**config.mk**
```make
export PLATFORM = sky130hd
export DESIGN_NAME = id_ex_pipe_reg
export DESIGN_NICKNAME = d
export VERILOG_FILES = /design/src/rtl/id_ex_pipe_reg.sv
export SDC_FILE = /design/constraint.sdc
export NUM_CORES = 1
export LEC_CHECK = 0
export ABC_AREA = 1
export ABC_CLOCK_PERIOD_IN_PS = 8200
export CORE_ASPECT_RATIO = 0.6
export CORE_MARGIN = 10
export CORE_UTILIZATION = 42
export DETAILED_ROUTE_END_ITERATION = 10
export HOLD_SLACK_MARGIN = 0.03
export MAX_ROUTING_LAYER = met4
export PLACE_DENSITY = 0.9
export SLEW_MARGIN = 20
export SYNTH_ARGS = -nofsm -noshare
export SYNTH_HDL_FRONTEND = slang
export SYNTH_SLANG_ARGS = --single-unit
```
**constraint.sdc**
```tcl
create_clock -name clk -period 8.2 [get_ports clk]
set_input_delay 2.46 -clock clk [delete_from_list [all_inputs] [get_ports clk]]
set_output_delay 2.46 -clock clk [all_outputs]
set_load 0.005 [all_outputs]
```
**src/rtl/id_ex_pipe_reg.sv**
```systemverilog
// ID->EX pipeline register for the rv32i core.
// Valid tracking, stall/flush, WB bypass, load-use bubble insertion.

package id_ex_pkg;
    typedef enum logic [3:0] {
        ALU_ADD  = 4'd0,
        ALU_SUB  = 4'd1,
        ALU_AND  = 4'd2,
        ALU_OR   = 4'd3,
        ALU_XOR  = 4'd4,
        ALU_SLT  = 4'd5,
        ALU_SLTU = 4'd6,
        ALU_SLL  = 4'd7,
        ALU_SRL  = 4'd8,
        ALU_SRA  = 4'd9
    } alu_op_t;
endpackage

module id_ex_pipe_reg
    import id_ex_pkg::*;
#(
    parameter int XLEN      = 32,
    parameter int ADW       = 5,
    parameter bit BYPASS_EN = 1'b1,
    parameter int CNT_W     = 16
) (
    input  logic             clk,
    input  logic             rst,
    input  logic             validD,
    input  logic             resultsrcD,
    input  logic             memwriteD,
    input  logic             alusrcD,
    input  logic             regwriteD,
    input  alu_op_t          alu_ctrlD,
    input  logic [XLEN-1:0]  rd1D,
    input  logic [XLEN-1:0]  rd2D,
    input  logic [ADW-1:0]   Rs1D,
    input  logic [ADW-1:0]   Rs2D,
    input  logic [ADW-1:0]   RdD,
    input  logic [XLEN-1:0]  immextD,
    input  logic [XLEN-1:0]  pcD,
    input  logic             regwriteW,
    input  logic [ADW-1:0]   RdW,
    input  logic [XLEN-1:0]  resultW,
    input  logic             stallE_in,
    input  logic             flushE_in,
    output logic             validE,
    output logic             resultsrcE,
    output logic             memwriteE,
    output logic             alusrcE,
    output logic             regwriteE,
    output alu_op_t          alu_ctrlE,
    output logic [XLEN-1:0]  srcAE,
    output logic [XLEN-1:0]  rd2E,
    output logic [ADW-1:0]   Rs1E,
    output logic [ADW-1:0]   Rs2E,
    output logic [ADW-1:0]   RdE,
    output logic [XLEN-1:0]  immextE,
    output logic [XLEN-1:0]  pcE,
    output logic             lduse_stall,
    output logic [CNT_W-1:0] bubble_cnt
);

    logic            hit_e1;
    logic            hit_e2;
    logic            byp_a;
    logic            byp_b;
    logic            w_live;
    logic            load_en;
    logic [XLEN-1:0] src_a;
    logic [XLEN-1:0] src_b;

    // Hazard detect and WB write-through selection
    always_comb begin
        hit_e1 = (RdE == Rs1D);
        hit_e2 = (RdE == Rs2D);
        lduse_stall = ~stallE_in & validE & resultsrcE & regwriteE
                    & (RdE != '0) & validD & (hit_e1 | hit_e2);
        w_live = BYPASS_EN & regwriteW & (RdW != '0);
        byp_a  = w_live & (RdW == Rs1D);
        byp_b  = w_live & (RdW == Rs2D);
        src_a  = byp_a ? resultW : rd1D;
        src_b  = byp_b ? resultW : rd2D;
        load_en = ~flushE_in & ~stallE_in & ~lduse_stall;
    end

    // Control bits: flush > stall > bubble > load
    always_ff @(posedge clk or posedge rst) begin
        if (rst) begin
            validE     <= 1'b0;
            resultsrcE <= 1'b0;
            memwriteE  <= 1'b0;
            alusrcE    <= 1'b0;
            regwriteE  <= 1'b0;
        end else if (flushE_in || (!stallE_in && lduse_stall)) begin
            validE     <= 1'b0;
            resultsrcE <= 1'b0;
            memwriteE  <= 1'b0;
            alusrcE    <= 1'b0;
            regwriteE  <= 1'b0;
        end else if (!stallE_in) begin
            validE     <= validD;
            resultsrcE <= validD & resultsrcD;
            memwriteE  <= validD & memwriteD;
            alusrcE    <= validD & alusrcD;
            regwriteE  <= validD & regwriteD & (RdD != '0);
        end
    end

    // Data fields only move on a real load; otherwise they are don't-care and hold
    always_ff @(posedge clk or posedge rst) begin
        if (rst) begin
            alu_ctrlE <= ALU_ADD;
            srcAE     <= '0;
            rd2E      <= '0;
            Rs1E      <= '0;
            Rs2E      <= '0;
            RdE       <= '0;
            immextE   <= '0;
            pcE       <= '0;
        end else if (load_en) begin
            alu_ctrlE <= alu_ctrlD;
            srcAE     <= src_a;
            rd2E      <= src_b;
            Rs1E      <= Rs1D;
            Rs2E      <= Rs2D;
            RdE       <= RdD;
            immextE   <= immextD;
            pcE       <= pcD;
        end
    end

    // Saturating count of load-use bubbles actually inserted
    always_ff @(posedge clk or posedge rst) begin
        if (rst) begin
            bubble_cnt <= '0;
        end else if (!flushE_in && lduse_stall && (bubble_cnt != '1)) begin
            bubble_cnt <= bubble_cnt + 1'b1;
        end
    end

endmodule
```
==> summary.md <==
| Metric | Value |
|---|---|
| Remaining global-route overflow | 0 |
| Clock slew at reported path FFs | 0.06 ns |
| Number of fill cells | 1515 |
| # Max-Cap Violations | 0 |
| Crit end category | primary output |
| Global-route met1 utilization | 29.9% |
| Cell area after synthesis | 8160 sq um |
| Count of pins on the block boundary | 363 |
| Average via count per standard cell | 5.18 |
| Post-cts hold buffer count | 0 |
| Global-route met2 utilization | 39.1% |
| Reg area | 4200 sq um |
| Worst path required time | 5.74 ns |
| Global-route wire length before repair | 49.0 mm |
| Sequential area share after synthesis | 51.5% |
| CTS root buffer | sky130_fd_sc_hd__clkbuf_16 |
| Clk sinks | 168 |
| Max H-tree Level | 4 |
| Setup tns final | 0 ns |
| Width of the die | 200 microns |
| Total half-perimeter wirelength after legalization and detailed placement | 23.6 mm |
| Post-synth top area share | 51.5% |
| Hold Vio Cnt, Final | 0 |
| Initial Utilization | 42.8% |
| Number of antenna-violating nets in the routed design | 0 |
| Status | completed |
| Proportion of power drawn by the clock network | 33.3% |
| Number of cells produced by synthesis | 1076 |
| Die ar. | 25600 sq um |
| Number of buffers on the longest clock path | 2 |
| Flop and latch count out of synthesis | 168 |
| Total wirelength of the detailed-routed design | 32.4 mm |
| Slew Limit Fails | 0 |
| Largest net degree at the start of global routing | 116 |
| Grt peak-use layer | met2 |
| Post-DR wirelength/cell | 19.3 microns |
| Clock latency reported for the late side of the worst-skew pair | 0.43 ns |
| Area growth, synth to finish | 52.7% |
| Starting DRC count in detailed routing | 675 |
| Total via count after detailed routing | 8694 |
| Final Critical Period | 6.67 ns |
| Type of the worst setup path | input port to primary output |
| Number of optimization iterations in the first detailed-route pass | 7 |
| Total of endpoints with negative setup slack in the final report | 0 |
| Worst-margin pin slew | 1.03 ns |
| Kind of path behind the tightest hold check | flip-flop to flip-flop |
| Combinational fraction of design power | 23.4% |
| Share of the clock period used by the worst path | 81.4% |
| Arrival time of data at the critical path endpoint | 4.21 ns |
| Number of buffers inserted to repair setup after CTS | 0 |
| Smallest setup slack after layout | 1.53 ns |
| Net count after synthesis | 1271 |
| Yosys warnings | 0 |
| Post-cts gate resize count | 0 |
| Number of antenna violations at the first check in global routing | 3 |
| Chip height | 128 microns |
| Number of I/O port buffers | 362 |
| Share of cells above drive strength 1 | 3.55% |
| Routing usage on met3 | 9.52% |
| Number of global-route vias before repair | 8669 |
| Peak supply drop | 0.134 mV |
| Overall global routing resource usage | 25.3% |
| Number of cell rows | 39 |
| Maximum net fanout on the critical path | 3 |
| Minimum setup slack after placement | 1.53 ns |
| Normalized max-slew margin | 31.0% |
| Internal cell power | 1.67 mW |
| Share of power burned in registers | 43.4% |
| Number of remaining DRC errors | 0 |
| Area of the multi-input gates | 3550 sq um |
| Mean instance size in the synthesized netlist | 7.59 sq um |
| Most area-consuming cells after synthesis | sky130_fd_sc_hd__dfrtp_1 (52%), sky130_fd_sc_hd__nand2_1 (23%), sky130_fd_sc_hd__nand3_1 (13%), sky130_fd_sc_hd__xnor2_1 (1.9%), sky130_fd_sc_hd__buf_4 (1.3%) |
| Biggest area consumer among synthesized cells | sky130_fd_sc_hd__dfrtp_1 |
| Sw Pwr | 0.600 mW |
| Fmax | 150 MHz |
| Synth cell types | 22 |
| Maximum clock skew at final layout | 0.00678 ns |
| Core footprint | 19100 sq um |
| Total Nets Final | 1596 |
| Sort of element at the start of the critical path | input port |
| Leakage Power | 6.13 nW |
| Total CTS buffers | 17 |
| Switching part of the total | 26.5% |
| Cell Pwr Density | 182 nW/um^2 |
| Setup repair after global routing missed its margin | false |
| TritonCTS clock tree | yes |
| Gpl congestion | 0.950 |
==> power by group through the flow <==
| stage | Combinational [mW] | Sequential (mW) | Clock (mW) |
|---|---|---|---|
| 2_1_floorplan | 0.162 | 0.996 | 0 |
| 3_3_place_gp | 0.523 | 0.989 | 0 |
| 3_5_place_dp | 0.533 | 0.993 | 0 |
| 4_1_cts | 0.536 | 0.982 | 0.767 |
| 5_1_grt | 0.576 | 0.993 | 0.801 |
| 6_report | 0.530 | 0.982 | 0.754 |
==> state kept, by name, indices dropped and copies added (netlist names) <==
name,cells
rd2E,32
alusrcE,1
pcE,32
memwriteE,1
alu_ctrlE,4
srcAE,32
resultsrcE,1
regwriteE,1
immextE,32
Rs1E,5
RdE,5
Rs2E,5
validE,1
bubble_cnt,16
==> routing by layer <==
layer	share of wire, %	routed length (microns)
met1	39	12800
met5	0	0
met3	12	3870
met4	2.4	779
met2	46	15000
==> cells in the final DEF, fill, tap and decap left out, drive strengths merged <==
master	count
o31ai	1
dfrtp	168
a21oi	1
clkinv	1
bufinv	1
clkinvlp	1
buf	11
nor3	1
diode	3
o21ai	13
ha	1
nand2	513
clkdlybuf4s50	362
clkbuf	25
nand4	8
nand3	218
xnor2	18
nor2	28
xor2	7
inv	31
nor4	1
==> worst paths after layout <==
path	start	to	slack (ns)	depth (start not counted)
worst max-delay path	Rs1D[2]	lduse_stall	1.53	10
worst min-delay path	pcE[16]$_DFFE_PP0P_	pcE[16]$_DFFE_PP0P_	0.47	2
worst max register to register	RdE[2]$_DFFE_PP0P_	Rs2E[2]$_DFFE_PP0P_	5.06	10
worst min register to register	pcE[16]$_DFFE_PP0P_	pcE[16]$_DFFE_PP0P_	0.47	2
max in group asynchronous	rst	rd2E[22]$_DFFE_PP0P_	4.49	3
min in group asynchronous	rst	pcE[14]$_DFFE_PP0P_	2.43	2
==> through the flow <==
| stage | std cells | power [mW] | hold slack, ns | cell area [sq um] | util [%] |
|---|---|---|---|---|---|
| final | 1679 | 2.27 | 0.471 | 12500 | 65.3 |
| after detailed placement | 1648 | 1.53 | 0.457 | 11900 | 62.4 |
| after global placement | 1648 | 1.51 | 0.453 | 11900 | 62.4 |
| after global routing | 1679 | 2.37 | 0.489 | 12500 | 65.3 |
| after floorplan | 1076 | 1.16 | 0.465 | 8160 | - |
| after CTS | 1676 | 2.28 | 0.472 | 12500 | 65.3 |
==> kinds of logic (layout without fill, tap and decap cells) <==
family / after synthesis / in the layout / share of synthesized area (%)
AO/OA/AOI/OAI: 15 / 15 / 0.996
XOR/XNOR: 25 / 25 / 2.68
adder cells (fa/ha/maj): 1 / 1 / 0.153
buffers and inverters: 98 / 432 / 5.44
flip-flops: 168 / 168 / 51.5
other: 0 / 3 / 0
AND/OR/NAND/NOR: 769 / 769 / 39.2
==> cells in the mapped netlist <==
library cell,n
sky130_fd_sc_hd__ha_1,1
sky130_fd_sc_hd__o31ai_1,1
sky130_fd_sc_hd__buf_2,19
sky130_fd_sc_hd__nor2_1,26
sky130_fd_sc_hd__dfrtp_1,168
sky130_fd_sc_hd__inv_1,27
sky130_fd_sc_hd__nand4_1,8
sky130_fd_sc_hd__nand2_1,510
sky130_fd_sc_hd__o21ai_1,1
sky130_fd_sc_hd__xor2_1,7
sky130_fd_sc_hd__xnor2_1,18
sky130_fd_sc_hd__clkbuf_1,22
sky130_fd_sc_hd__o21ai_0,12
sky130_fd_sc_hd__a21oi_2,1
sky130_fd_sc_hd__nor3_1,1
sky130_fd_sc_hd__nand2_2,3
sky130_fd_sc_hd__nand3_1,218
sky130_fd_sc_hd__buf_4,14
sky130_fd_sc_hd__inv_2,4
sky130_fd_sc_hd__nor4_2,1
sky130_fd_sc_hd__nor2_2,2
sky130_fd_sc_hd__buf_1,12
==> critical path, cell delays in order <==
cell                              delay (ns)
sky130_fd_sc_hd__clkdlybuf4s50_1        0.51
sky130_fd_sc_hd__inv_1                  0.07
sky130_fd_sc_hd__nand2_1                0.06
sky130_fd_sc_hd__nand2_1                0.06
sky130_fd_sc_hd__nor2_1                 0.15
sky130_fd_sc_hd__nand3_1                0.11
sky130_fd_sc_hd__nand2_2                0.14
sky130_fd_sc_hd__nand2_4                0.06
sky130_fd_sc_hd__inv_1                  0.05
sky130_fd_sc_hd__clkdlybuf4s50_1        0.53
==> cell type report <==
class	instances	area share [%]
Clock inverter	3	0.341
Sequential cell	168	33.7
Timing Repair Buffer	373	29.8
Clock buffer	25	3.98
Antenna cell	3	0.0602
Tap cell	266	2.67
Multi-Input combinational cell	810	28.5
Inverter	31	0.974
Note: power is estimated with default switching activity, not from simulation.
